`src/rtl/seq_adder_32b_pkg.sv`:
```
// Shared constants for the byte-serial 32-bit adder: FSM encoding and byte count.
package seq_adder_32b_pkg;
  localparam int NUM_BYTES = 4;
  localparam int IDX_W     = 2;

  typedef enum logic [1:0] {
    IDLE = 2'd0,
    CALC = 2'd1,
    DONE = 2'd2
  } state_t;
endpackage

```
`src/rtl/seq_adder_32b_csel.sv`:
```
// 8-bit carry-select adder: low nibble ripples, high nibble is precomputed for both carries.
module AdderCarrySelect_8b_GL (
  input  logic [7:0] i_a,
  input  logic [7:0] i_b,
  input  logic       i_cin,
  output logic [7:0] o_sum,
  output logic       o_cout
);
  logic [4:0] w_lo;
  logic [4:0] w_hi0;
  logic [4:0] w_hi1;

  assign w_lo  = {1'b0, i_a[3:0]} + {1'b0, i_b[3:0]} + {4'b0, i_cin};
  assign w_hi0 = {1'b0, i_a[7:4]} + {1'b0, i_b[7:4]};
  assign w_hi1 = w_hi0 + 5'd1;

  assign o_sum[3:0]           = w_lo[3:0];
  assign {o_cout, o_sum[7:4]} = w_lo[4] ? w_hi1 : w_hi0;
endmodule

```
`src/rtl/seq_adder_32b.sv`:
```
// Byte-serial 32-bit add/subtract: one 8-bit adder is reused over four CALC cycles.
module seq_adder_32b
  import seq_adder_32b_pkg::*;
(
  input  logic        clk,
  input  logic        rst,
  input  logic        in_val,
  output logic        in_rdy,
  input  logic [31:0] in0,
  input  logic [31:0] in1,
  input  logic        sub,
  output logic        out_val,
  input  logic        out_rdy,
  output logic [31:0] sum,
  output logic        cout,
  output logic        ovf
);
  state_t             r_state;
  state_t             w_next;
  logic [31:0]        r_a;
  logic [31:0]        r_b;
  logic [31:0]        r_res;
  logic [IDX_W-1:0]   r_idx;
  logic               r_carry;
  logic               r_cout;
  logic               r_ovf;
  logic [7:0]         w_a_byte;
  logic [7:0]         w_b_byte;
  logic [7:0]         w_sum;
  logic               w_cout;
  logic               w_last;

  assign w_a_byte = r_a[{r_idx, 3'b000} +: 8];
  assign w_b_byte = r_b[{r_idx, 3'b000} +: 8];
  assign w_last   = (r_idx == IDX_W'(NUM_BYTES - 1));

  AdderCarrySelect_8b_GL u_add (
    .i_a    (w_a_byte),
    .i_b    (w_b_byte),
    .i_cin  (r_carry),
    .o_sum  (w_sum),
    .o_cout (w_cout)
  );

  always_ff @(posedge clk or posedge rst) begin
    if (rst) r_state <= IDLE;
    else     r_state <= w_next;
  end

  always_comb begin
    w_next = r_state;
    case (r_state)
      IDLE:    if (in_val)  w_next = CALC;
      CALC:    if (w_last)  w_next = DONE;
      DONE:    if (out_rdy) w_next = IDLE;
      default:              w_next = IDLE;
    endcase
  end

  always_comb begin
    in_rdy  = (r_state == IDLE);
    out_val = (r_state == DONE);
  end

  // B is stored pre-inverted for subtract; the carry register supplies the +1.
  always_ff @(posedge clk or posedge rst) begin
    if (rst) begin
      r_a     <= '0;
      r_b     <= '0;
      r_res   <= '0;
      r_idx   <= '0;
      r_carry <= 1'b0;
      r_cout  <= 1'b0;
      r_ovf   <= 1'b0;
    end else begin
      case (r_state)
        IDLE: if (in_val) begin
          r_a     <= in0;
          r_b     <= sub ? ~in1 : in1;
          r_carry <= sub;
          r_idx   <= '0;
        end
        CALC: begin
          r_res[{r_idx, 3'b000} +: 8] <= w_sum;
          r_carry <= w_cout;
          r_idx   <= r_idx + 1'b1;
          if (w_last) begin
            r_cout <= w_cout;
            r_ovf  <= (r_a[31] == r_b[31]) && (w_sum[7] != r_a[31]);
          end
        end
        default: ;
      endcase
    end
  end

  assign sum  = r_res;
  assign cout = r_cout;
  assign ovf  = r_ovf;
endmodule

```
`config.mk`:
```
export PLATFORM = sky130hd
export DESIGN_NAME = seq_adder_32b
export DESIGN_NICKNAME = d
export VERILOG_FILES = /design/src/rtl/seq_adder_32b_pkg.sv /design/src/rtl/seq_adder_32b_csel.sv /design/src/rtl/seq_adder_32b.sv
export SDC_FILE = /design/constraint.sdc
export NUM_CORES = 1
export LEC_CHECK = 0
export ABC_AREA = 1
export CORE_ASPECT_RATIO = 0.9
export CORE_UTILIZATION = 35
export CTS_CLUSTER_SIZE = 16
export DETAILED_ROUTE_END_ITERATION = 12
export GPL_TIMING_DRIVEN = 0
export PLACE_DENSITY = 0.66
export SLEW_MARGIN = 20
export SYNTH_ARGS = -nofsm -noshare
export SYNTH_HDL_FRONTEND = slang
export SYNTH_SLANG_ARGS = --single-unit
```
`constraint.sdc`:
```
create_clock -name clk -period 3.4 [get_ports clk]
set_input_delay 0.68 -clock clk [delete_from_list [all_inputs] [get_ports clk]]
set_output_delay 0.68 -clock clk [all_outputs]
set_load 0.05 [all_outputs]
```
* After elaboration in Yosys (flattened, before gate mapping)
Cells that the tools add are included.
** Storage, ports and cells
- Flip-flop bits (word level) :: 103
- Output and inout port bits :: 36
- Logic and storage cells :: 45
** Operators by class
- Add/subtract/negate cells :: 6
- Equality and inequality tests :: 8
- Shifts and indexed selects :: 4
- Muxes and demuxes :: 11
- Bitwise logic cells :: 1
- Reduce and logical (&&, ||, !) cells :: 7
** Operators by type and width (number)
- 32-bit by 6-bit indexed part select with 8-bit output :: 2
- 32-bit bitwise mux :: 1
- 32-bit two-way mux :: 1
- 32-bit inverter :: 1
- 8-bit by 7-bit variable shift with 32-bit output, first input constant :: 1
- 8-bit by 7-bit indexed part select with 32-bit output :: 1
- 4-bit by 4-bit adder with 5-bit output :: 2
- 2-bit two-way mux :: 4
- 5-bit negation with 7-bit output :: 1
- 2-bit one-hot mux with 3 select lines :: 1
- 2-bit AND reduction :: 3
- 5-bit by 1-bit adder with 5-bit output :: 1
- 5-bit by 1-bit adder with 5-bit output, second input constant :: 1
- 5-bit two-way mux :: 1
- 2-bit == test, second input constant :: 2
- 2-bit != test, second input constant :: 2
- 2-bit one-hot mux with 2 select lines :: 1
- 3-bit AND reduction :: 1
- 2-bit by 1-bit adder with 2-bit output, second input constant :: 1
- 2-bit by 1-bit == test with 1-bit output, second input constant :: 1
- 2-bit zero test :: 1
- 2-bit by 1-bit != test with 1-bit output, second input constant :: 1
- 1-bit one-hot mux with 2 select lines :: 1
- 2-bit nonzero test :: 1
- 4 further kinds :: 4

* Longest topological paths before layout
Gate-level depths: netlist of the first run.
- Word-level depth :: 6
- Depth in mapped cells :: 20

* By module
From an unflattened synthesis of the first run, not the netlist that was laid out.
** Second synthesis, totals
- Cell total of the unflattened synthesis :: 662
- Area, all modules :: 5403.9 µm²
** By module, submodules not included
- seq_adder_32b :: instances 1, cells each 599, area an instance 4989.8 µm², seq. area each 2577.5 µm²
- AdderCarrySelect_8b_GL :: instances 1, cells each 63, area an instance 414.1 µm², seq. area each 0.0 µm²

* Least setup slack after synthesis of the first run
OpenSTA, ideal clock, no wires.
- Kind :: register -> register
- From :: register r_idx[0]
- To :: register r_res[15], in the netlist sum[15]
- Library setup time :: 0.118 ns
- Arrival :: 2.526 ns
- Setup slack :: 0.756 ns
- Cell stages (with the launch flop) :: 19
- Period minus slack after synthesis :: 2.644 ns
- Path through :: dfrtp_1 > buf_2 > inv_2 > clkbuf_1 > o21ai_0 > o22ai_1 > fa_1 > inv_1 > fa_1 > inv_1 > nand3_1 > nand2_2 > nand2_1 > nor2_1 > nand2_1 > nand2_2 > nor2_2 > nand3_1 > nand2_1
** On the way
- Word-level cells in the longest chain between the ends :: 6
** RTL lines
- start, declared :: line seq_adder_32b.sv:23 : logic [IDX_W-1:0] r_idx;
- start signal, assigned :: line seq_adder_32b.sv:86 : r_idx <= r_idx + 1'b1;
- 32-bit by 6-bit indexed part select with 8-bit output (on tied branches) :: line seq_adder_32b.sv:33, seq_adder_32b.sv:34
- 4-bit by 4-bit adder with 5-bit output (on tied branches) :: line seq_adder_32b_csel.sv:14, seq_adder_32b_csel.sv:13
- 5-bit by 1-bit adder with 5-bit output (on tied branches) :: line seq_adder_32b_csel.sv:15, seq_adder_32b_csel.sv:13
- 5-bit two-way mux :: line seq_adder_32b_csel.sv:18 : assign {o_cout, o_sum[7:4]} = w_lo[4] ? w_hi1 : w_hi0;
- 8-bit by 7-bit indexed part select with 32-bit output :: line seq_adder_32b.sv:84 : r_res[{r_idx, 3'b000} +: 8] <= w_sum;
- 32-bit bitwise mux * :: line seq_adder_32b.sv:84
- end signal, assigned by index :: line seq_adder_32b.sv:84
- end, declared :: line seq_adder_32b.sv:22 : logic [31:0] r_res;
Every way passes the cells marked *; elsewhere a longest branch is shown, timed or not.
A chain may end at the register's enable or synchronous reset.

* Final worst setup path of the first run
- From :: register r_idx[0]
- To :: register r_res[13], in the netlist sum[13]
Same word-level chain as after synthesis.

==> qor.yml, run 1 <==
power.density_nw_per_um2: 1110
cts_tree: "yes"
io_pins: 105
avgSynthCellArea_sq_um: 8.28
cp.arrival_ns: 3.45
ctsHtreeMaxLevel: 3
power.leakage_nw: 3.15
die_w_um: 130
ys_warn_count: 0
worstMarginPinSlew_ns: 0.516
hold_class: "reg2reg"
n_antenna_cell: 0
start_kind: "flip-flop"
drv_cap: 0
cts_buffer_depth: 2
clk_latency_ns: 0.35
syn-cell-area_sq_um: 5140
critPathMaxFanout: 12
viasPerCell: 4.90
synthAdderAreaFrac_pct: 4.57
finalMaxSlewViolations: 0
dr_total_vias: 4573
synthCells: 621
irDropWorstVdd_mv: 0.502
synthSimpleGateAreaFrac_pct: 21.4
crit_path_max_incr_delay_ns: 0.54
synth_top_family_by_area: "simple AND/OR/NAND/NOR gates"
synth_edf_count: 0
fin_crit_sh_pct: 94.7
status: "complete, no violations"
die_h_um: 117
clk_pin_slew_worst_paths_ns: 0.07
ys_async_sr_fraction_pct: 100
fmax_mhz: 311
dpl-instance-area_sq_um: 6450
path_class: "reg2reg"
total_power_mw: 7.46
final_hold_viol_count: 0
core-area_sq_um: 14200
crit_required_ns: 3.63
fin_skew_ns: 0.00783
dp_hpwl_um: 10800
grt_start_max_net_pins: 85
ant_nets: 0
clock-sinks: 103
nets: 822
fillerInstances: 1393
synth_top_area_share_pct: 50.1
gp_congestion: 0.867
drcViolationCount: 0
synth.area.mux_share_pct: 0
grt_util_all_layers_pct: 20.1
rows: 41
ys_seq_area_share_pct: 50.1
io_buffers: 103
dr.pass1.iters: 5
drt_wl_total_um: 14100
grt_pass1_vias: 4653
synthFlopType: "dfrtp_1"
finalCriticalPeriod_ns: 3.22
crit_chain: "buf_2 -> inv_2 -> clkbuf_4 -> nor2_1 -> o22ai_1 -> ha_1 -> inv_1 -> fa_1 -> inv_1 -> ha_1 -> a21oi_1 -> nor2_1 -> nand2_1 -> o21ai_0"
fin_area_sq_um: 6740
drive_gt1_share_pct: 7.15
syn-num-nets: 707
start_util_pct: 36.3
grt_pass1_wl_um: 23000
synth-compound-area-share_pct: 12.9
setup_viol: 0
cts_made_buffers: 9
synth.area.top_cells: "dfrtp_1, nand2_1, o21ai_0"
area_growth_pct: 30.9
ys_types: 27
setup_tns_ns: 0
wire_per_inst_um: 15.1
max-slew-margin-rel_pct: 65.6
postCtsSetupBuffers: 0
crit_path_top_delay_cell: "fa_1"
antenna_found_initial: 0
clockRootBuffer: "clkbuf_16"
grt-ovfl-total: 0
holdWs_ns: 0.478
ys_ff_latch: 103
dieArea_sq_um: 15200
yosysTopAreaCell: "dfrtp_1"
cp-end-kind: "flip-flop"
synth-xor-area-share_pct: 5.79
dr.first_iter.drc_count: 374
==> synth_stat cells (all sizes together), types with 4 or more instances <==
cell type  number
nand2         215
dfrtp         103
o21ai          94
nor2           42
inv            34
xnor2          34
nand3          17
buf            16
clkbuf         15
ha             14
o22ai          12
a21oi           9
a32oi           4
==> registers in the layout, summed over array words and instances (netlist names) <==
signal   flops
r_state      2
cout         1
ovf          1
r_b         32
r_idx        2
sum         32
r_carry      1
r_a         32
==> power breakdown <==
| group | total (mW) | internal (mW) | switching (mW) |
|---|---|---|---|
| clock | 0.971 | 0.500 | 0.471 |
| combinational | 4.39 | 1.46 | 2.94 |
| sequential | 2.10 | 1.75 | 0.351 |
| total | 7.46 | 3.71 | 3.76 |
==> repair_timing <==
action / CTS / global route
endpoints found under the setup margin: 2 / 18
hold buffers: 0 / 0
cloned: 0 / 0
gates resized for setup: 2 / 10
==> cells in the final DEF, fill, tap and decap left out <==
cell type,synthesis,routed
o21ai_0,94,94
ha_1,14,14
clkinvlp_4,0,3
a21oi_2,1,1
nand4_1,1,1
clkbuf_1,15,11
o22ai_1,12,12
o31ai_1,2,2
nor3_4,1,1
fa_1,3,3
nand3_1,17,17
inv_2,3,3
nand2_1,210,210
nor2_2,2,2
clkdlybuf4s50_1,0,103
clkinv_4,0,1
clkbuf_4,0,2
buf_16,0,1
inv_6,0,2
dfrtp_1,103,103
clkinv_2,1,2
inv_1,31,30
or2_2,1,1
o31ai_2,1,1
nand2_2,5,5
clkbuf_2,0,5
o21bai_1,1,1
a21oi_1,8,8
nor2_1,40,40
buf_2,15,14
clkbuf_16,0,9
a32oi_1,4,4
nor3_1,1,1
xnor2_1,34,34
==> cell families (layout without fill, tap and decap cells) <==
logic type      Yosys count  after routing
simple gates            278            278
compound gates          123            123
flops                   103            103
buf+inv                  66            186
xor+xnor                 34             34
fa+ha+maj                17             17
==> layout make-up <==
| cell class | instances | area, sq um | share of cell area (%) |
|---|---|---|---|
| buffer | 31 | 148 | 2.19 |
| clock buffer | 10 | 229 | 3.40 |
| clock inverter | 6 | 45.0 | 0.669 |
| inverter | 35 | 138 | 2.04 |
| multi-input combinational | 452 | 2300 | 34.1 |
| sequential | 103 | 2580 | 38.3 |
| tap | 193 | 241 | 3.59 |
| timing repair buffer | 104 | 1060 | 15.7 |
==> worst max-delay path, delay by kind of cell (launching register included) <==
family          cells  cell delay, ns
compound gates      3            0.60
simple gates        3            0.28
flops               1            0.43
buf+inv             5            0.75
fa+ha+maj           3            1.04
==> path summary, 6_finish.rpt <==
kind	slack [ns]	cells after the start	endpoint	from
worst max-delay path	0.18	14	sum[13]	r_idx[0]
worst min-delay path	0.48	2	r_a[14]	r_a[14]
worst max register to register	0.18	14	sum[13]	r_idx[0]
worst min register to register	0.48	2	r_a[14]	r_a[14]
max in group asynchronous	2.11	3	r_a[31]	rst
min in group asynchronous	0.63	2	sum[1]	rst
==> through the flow <==
step | worst slack [ns] | util [%] | std cells
floorplan | 0.0162 | - | 621
global placement | -1.34 | 45.3 | 917
detailed placement | -0.0329 | 45.5 | 918
CTS | 0.0503 | 47.5 | 934
global route | -0.00132 | 47.6 | 934
finish | 0.180 | 47.6 | 934
==> metal layers <==
metal | vias up | global-route usage, % | routed length [um]
li1 | 2229 | - | -
met1 | 2150 | 26.4 | 6370
met2 | 170 | 32.8 | 6530
met3 | 24 | 4.59 | 929
met4 | 0 | 6.67 | 291
met5 | - | 0 | 0
No activity file was read; power rests on OpenSTA's default activity.
==> run 2: changes to the inputs <==
--- a/config.mk
+++ b/config.mk
@@ -7,11 +7,12 @@
 export LEC_CHECK = 0
 export ABC_AREA = 1
 export CORE_ASPECT_RATIO = 0.9
-export CORE_UTILIZATION = 35
+export CORE_UTILIZATION = 45
+export CTS_CLUSTER_DIAMETER = 100
 export CTS_CLUSTER_SIZE = 16
 export DETAILED_ROUTE_END_ITERATION = 12
 export GPL_TIMING_DRIVEN = 0
-export PLACE_DENSITY = 0.66
+export PLACE_DENSITY = 0.8
 export SLEW_MARGIN = 20
 export SYNTH_ARGS = -nofsm -noshare
 export SYNTH_HDL_FRONTEND = slang
==> run 2 against run 1 <==
Fmax increased by 2.5%; count of clock-buffer cells in the layout shrank 1; sequential share of layout area up 0.16 points; wire length fell by 5.7%; non-clock buffer count unchanged; cell area down 0.41%; sequential power about the same; critical path depth did not move.
==> qor.yml, run 2 (synthesis gave the netlist of run 1 again) <==
rsz0062_at_grt: "no"
cts_made_buffers: 9  # unchanged
start_kind: "flip-flop"
area_growth_pct: 30.4
cts_tree: "yes"
critPathMaxFanout: 12  # unchanged
power.density_nw_per_um2: 1120  # +0.91%
postCtsSetupBuffers: 0  # unchanged
io_pins: 105  # unchanged
cts_buffer_depth: 2  # unchanged
cts-resized-gates: 0  # -2
dr.first_iter.drc_count: 321  # -14%
nets: 822  # unchanged
fin_crit_sh_pct: 92.4  # -2.3 points
drive_gt1_share_pct: 7.03  # -0.13 points
clockRootBuffer: "clkbuf_16"
clk_latency_ns: 0.36  # about the same
drcViolationCount: 0  # unchanged
finish.utilization_pct: 61.0  # +13 points
drv_cap: 0  # unchanged
holdBufCountCts: 0  # unchanged
viasPerCell: 5.16  # +5.3%
cp.arrival_ns: 3.38  # -0.07 ns
final_hold_viol_count: 0  # unchanged
antenna_found_initial: 0  # unchanged
hold_class: "reg2reg"
wire_per_inst_um: 14.9  # -1.3%
fin_area_sq_um: 6710  # -0.41%
max-slew-margin-rel_pct: 66.2  # +0.57 points
dieArea_sq_um: 11900  # -22%
dr_total_vias: 4599  # +0.57%
path_class: "reg2reg"
rows: 36  # -12%
dr.pass1.iters: 5  # unchanged
worstMarginPinSlew_ns: 0.506  # -0.0102 ns
status: "complete, no violations"
rrSetupSlack_ns: 0.26  # +0.08 ns
setup_viol: 0  # unchanged
dp_hpwl_um: 10200  # -5.1%
grt_pass1_vias: 4625  # -0.60%
gp_congestion: 0.883  # +1.9%
grt_util_all_layers_pct: 24.2  # +4.1 points
ant_nets: 0  # unchanged
holdWs_ns: 0.484  # +0.00597 ns
n_antenna_cell: 0  # unchanged
final_cell_mix: "nand2_1, dfrtp_1, clkdlybuf4s50_1, o21ai_0, nor2_1"
fmax_mhz: 318  # +2.5%
io_buffers: 103  # unchanged
finalMaxSlewViolations: 0  # unchanged
irDropWorstVdd_mv: 0.441  # -12%
grt-ovfl-total: 0  # unchanged
cp-end-kind: "flip-flop"
grt_pass1_wl_um: 21900  # -4.6%
die_h_um: 103  # -12%
power.leakage_nw: 3.17  # +0.65%
drt_wl_total_um: 13300  # -5.7%
clock-sinks: 103  # unchanged
start_util_pct: 46.8  # +10 points
clk_pin_slew_worst_paths_ns: 0.07  # about the same
ctsHtreeMaxLevel: 3  # unchanged
dpl-instance-area_sq_um: 6400  # -0.80%
setup_tns_ns: 0  # unchanged
grt_start_max_net_pins: 87  # +2.4%
crit_required_ns: 3.64  # about the same
fin_skew_ns: 0.00616  # -0.00167 ns
die_w_um: 115  # -12%
finalCriticalPeriod_ns: 3.14  # -0.0780 ns
layout_commonest_cell: "nand2_1"
core-area_sq_um: 11000  # -22%
[run 2: changes by cell type in the layout (fill, tap and decap cells not counted)]
cell | previous run | this run
inv_8 | 0 | 2
bufinv_16 | 0 | 1
clkinv_4 | 1 | 2
clkinvlp_4 | 3 | 0
buf_2 | 14 | 15
clkbuf_4 | 2 | 0
clkinv_2 | 2 | 1
[run 2: layout make-up]
class	count	area, sq um
inverter	35	138
timing repair buffer	104	1060
clock inverter	6	78.8
fill	968	4280
multi-input combinational	452	2300
tap	152	190
clock buffer	9	225
buffer	31	141
sequential	103	2580
[run 2: final timing paths]
path,from,end,cells after the start
max in group asynchronous,rst,r_b[10],3
worst min register to register,r_a[25],r_a[25],2
worst max register to register,r_idx[0],sum[29],14
min in group asynchronous,rst,sum[6],2
worst min-delay path,r_a[25],r_a[25],2
worst max-delay path,r_idx[0],sum[29],14
[run 2: critical path: stages (launching register included)]
cell and delay, ns:
dfrtp_1 0.42, buf_2 0.22, inv_2 0.13, buf_2 0.28
nor2_1 0.08, o22ai_1 0.24, ha_1 0.21, inv_1 0.06
fa_1 0.53, inv_1 0.07, ha_1 0.28, a21oi_1 0.23
nor2_1 0.10, nand2_1 0.10, o21ai_0 0.08
[run 2: layer usage]
metal	global-route usage (%)	vias to the layer above	share of wire, %
met5	0	-	0
met2	42.7	140	50
met4	9.29	0	2.1
met1	30.2	2207	44
met3	3.90	26	4.7
li1	-	2226	-
[run 2: per-stage QoR]
step | std cells | total power, mW | worst slack (ns)
after detailed placement | 877 | 6.39 | 0.103
after CTS | 892 | 7.46 | 0.0922
final | 892 | 7.50 | 0.257
after global routing | 892 | 8.14 | 0.0259
after floorplan | 621 | 5.03 | 0.0162
after global placement | 876 | 6.22 | -1.26
[run 2: power by group]
part	internal (mW)	switching, mW	leakage, nW
logic	1.45	2.89	1.70
registers	1.75	0.343	1.32
clock network	0.583	0.492	0.150
total	3.78	3.72	3.17
==> run 3: changes to the inputs <==
--- a/config.mk
+++ b/config.mk
@@ -7,12 +7,13 @@
 export LEC_CHECK = 0
 export ABC_AREA = 1
 export CORE_ASPECT_RATIO = 0.9
-export CORE_UTILIZATION = 45
+export CORE_MARGIN = 2
+export CORE_UTILIZATION = 25
 export CTS_CLUSTER_DIAMETER = 100
 export CTS_CLUSTER_SIZE = 16
 export DETAILED_ROUTE_END_ITERATION = 12
 export GPL_TIMING_DRIVEN = 0
-export PLACE_DENSITY = 0.8
+export PLACE_DENSITY = 0.52
 export SLEW_MARGIN = 20
 export SYNTH_ARGS = -nofsm -noshare
 export SYNTH_HDL_FRONTEND = slang
==> run 3 against run 2 <==
Wire length rose by 13%; fmax down 2.5%; critical path depth fell by 1; flip-flop and latch count unchanged; combinational power hardly changed; clock skew up 0.0015 ns.
==> qor.yml, run 3 (synthesis gave the netlist of run 1 again) <==
status: "complete, no violations"
final_cell_mix: "nand2_1, dfrtp_1, clkdlybuf4s50_1, o21ai_0, nor2_1"
fin_crit_sh_pct: 94.8  # +2.4 points
pwr-share-seq_pct: 28.5  # +0.6 points
min_from: "r_a[16]"
max-slew-margin-rel_pct: 61.2  # -5.0 points
grt_util_all_layers_pct: 14.1  # -10 points
ant_nets: 0  # unchanged
dieArea_sq_um: 21700  # +83%
multiInputGateArea_sq_um: 2300  # unchanged
core-area_sq_um: 20100  # +83%
crit_chain: "buf_2 -> clkbuf_2 -> o21ai_0 -> o22ai_1 -> ha_1 -> inv_1 -> fa_1 -> inv_1 -> ha_1 -> a21oi_1 -> nor2_1 -> nand2_1 -> o21ai_0"
io_pins: 105  # unchanged
final_hold_viol_count: 0  # unchanged
setup_viol: 0  # unchanged
switchingPower_mw: 3.73  # about the same
drv_cap: 0  # unchanged
grt_pass1_wl_um: 23700  # +7.9%
cts_buffer_depth: 2  # unchanged
min_to: "r_a[16]"
crit_path_top_delay_cell: "fa_1"
grt_start_max_net_pins: 63  # -28%
nets: 822  # unchanged
area_growth_pct: 32.2
total_power_mw: 7.42  # -1.1%
power.density_nw_per_um2: 1090  # -2.4%
finalWorstSetupSlack_ns: 0.177  # -0.0804 ns
dp_hpwl_um: 11700  # +15%
met2_usage_pct: 21.9  # -21 points
io_buffers: 103  # unchanged
pwr-share-comb_pct: 58.5  # +0.7 points
finalCriticalPeriod_ns: 3.22  # +0.0804 ns
r2r-start: "r_idx[0]"
viasPerCell: 4.38  # -15%
clkPwrFrac_pct: 13.0  # -1.3 points
dr.pass1.iters: 5  # unchanged
cp-end-kind: "flip-flop"
fin_skew_ns: 0.00768  # +0.00152 ns
dr.first_iter.drc_count: 248  # -23%
grt_pass1_vias: 4366  # -5.6%
clk_pin_slew_worst_paths_ns: 0.07  # about the same
clk_latency_ns: 0.35  # about the same
n_antenna_cell: 0  # unchanged
rsz0062_at_grt: "no"
path_class: "reg2reg"
grt-ovfl-total: 0  # unchanged
crit_required_ns: 3.63  # about the same
layout_commonest_cell: "nand2_1"
worstMarginPinSlew_ns: 0.583  # +0.0765 ns
clock-sinks: 103  # unchanged
fillerInstances: 2174  # +120%
rows: 49  # +36%
wire_per_inst_um: 15.1  # +1.0%
fmax_mhz: 310  # -2.5%
drive_gt1_share_pct: 7.02  # -0.0095 points
use_met1_pct: 20.6  # -9.6 points
cts_made_buffers: 9  # unchanged
ctsHtreeMaxLevel: 3  # unchanged
grt-busiest-layer: "met2"
preCtsSetupSlack_ns: -0.0156  # -0.119 ns
hold_class: "reg2reg"
start_kind: "flip-flop"
drt_wl_total_um: 15000  # +13%
cts_tree: "yes"
grt_use_met3_pct: 2.57  # -1.3 points
power.leakage_nw: 3.14  # -0.94%
clockRootBuffer: "clkbuf_16"
holdWs_ns: 0.479  # -0.00538 ns
dr_total_vias: 4363  # -5.1%
die_w_um: 155  # +35%
swShare_pct: 50.2  # +0.55 points
rrSetupSlack_ns: 0.18  # -0.08 ns
start_util_pct: 25.6  # -21 points
regArea_sq_um: 2580  # unchanged
finalMaxSlewViolations: 0  # unchanged
irDropWorstVdd_mv: 0.433  # -1.8%
crit_path_max_incr_delay_ns: 0.55  # +0.02 ns
drcViolationCount: 0  # unchanged
critPathMaxFanout: 10  # -2
antenna_found_initial: 0  # unchanged
r2r_end: "sum[13]"
cp.arrival_ns: 3.45  # +0.07 ns
p_int_mw: 3.70  # -2.1%
reg2reg_depth: 13  # -1
hold_depth: 2  # unchanged
gp_congestion: 0.812  # -8.1%
die_h_um: 140  # +35%
[run 3: worst max path at each step]
| stage | from | to | depth (start not counted) |
|---|---|---|---|
| finish | r_idx[0] | sum[13] | 13 |
| global route | r_idx[1] | sum[13] | 12 |
| detailed placement | r_idx[0] | sum[13] | 13 |
| floorplan | rst | cout | 1 |
| global placement | rst | r_a[13] | 2 |
| CTS | r_idx[0] | sum[13] | 16 |
[run 3: power groups by stage]
stage / Combinational (mW) / Clock [mW] / Sequential (mW)
2_1_floorplan: 2.61 / 0 / 2.42
3_3_place_gp: 4.30 / 0 / 2.13
3_5_place_dp: 4.37 / 0 / 2.13
4_1_cts: 4.38 / 0.986 / 2.11
5_1_grt: 4.87 / 1.03 / 2.18
6_report: 4.34 / 0.968 / 2.11
[run 3: area by class of cell]
class | count | share of cell area [%]
flip-flops and latches | 103 | 37.9
clock buffers | 11 | 3.42
inverters | 35 | 2.08
well taps | 255 | 4.69
clock inverters | 5 | 0.497
multi-input cells | 452 | 33.8
plain buffers | 30 | 2.04
repair buffers | 105 | 15.6
[run 3: timing repair]
action                     CTS  global route
buffers inserted             0             1
hold buffers                 0             0
setup endpoints to repair    2            20
resized for setup            2             7
[run 3: stage by stage]
stage / area (sq um) / util (%) / TNS (ns) / std cells
2_1_floorplan: 5140 / - / 0 / 621
3_3_place_gp: 6490 / 32.3 / -179.08 / 979
3_5_place_dp: 6520 / 32.4 / -0.0231 / 980
4_1_cts: 6780 / 33.7 / 0 / 995
5_1_grt: 6800 / 33.8 / 0 / 996
6_report: 6800 / 33.8 / 0 / 996
[run 3: worst max-delay path: cells and delay by family (launching register included)]
kind,cells,cell delay (ns)
AO/OA/AOI/OAI,4,0.73
buffers and inverters,4,0.72
flip-flops,1,0.40
adder cells (fa/ha/maj),3,1.04
AND/OR/NAND/NOR,2,0.20
[run 3: per-layer routing]
metal	share of wire [%]	vias up	wire [um]
li1	-	2235	-
met1	50	2010	7520
met2	44	108	6670
met3	4.6	10	696
met4	0.85	0	127
met5	0	-	0
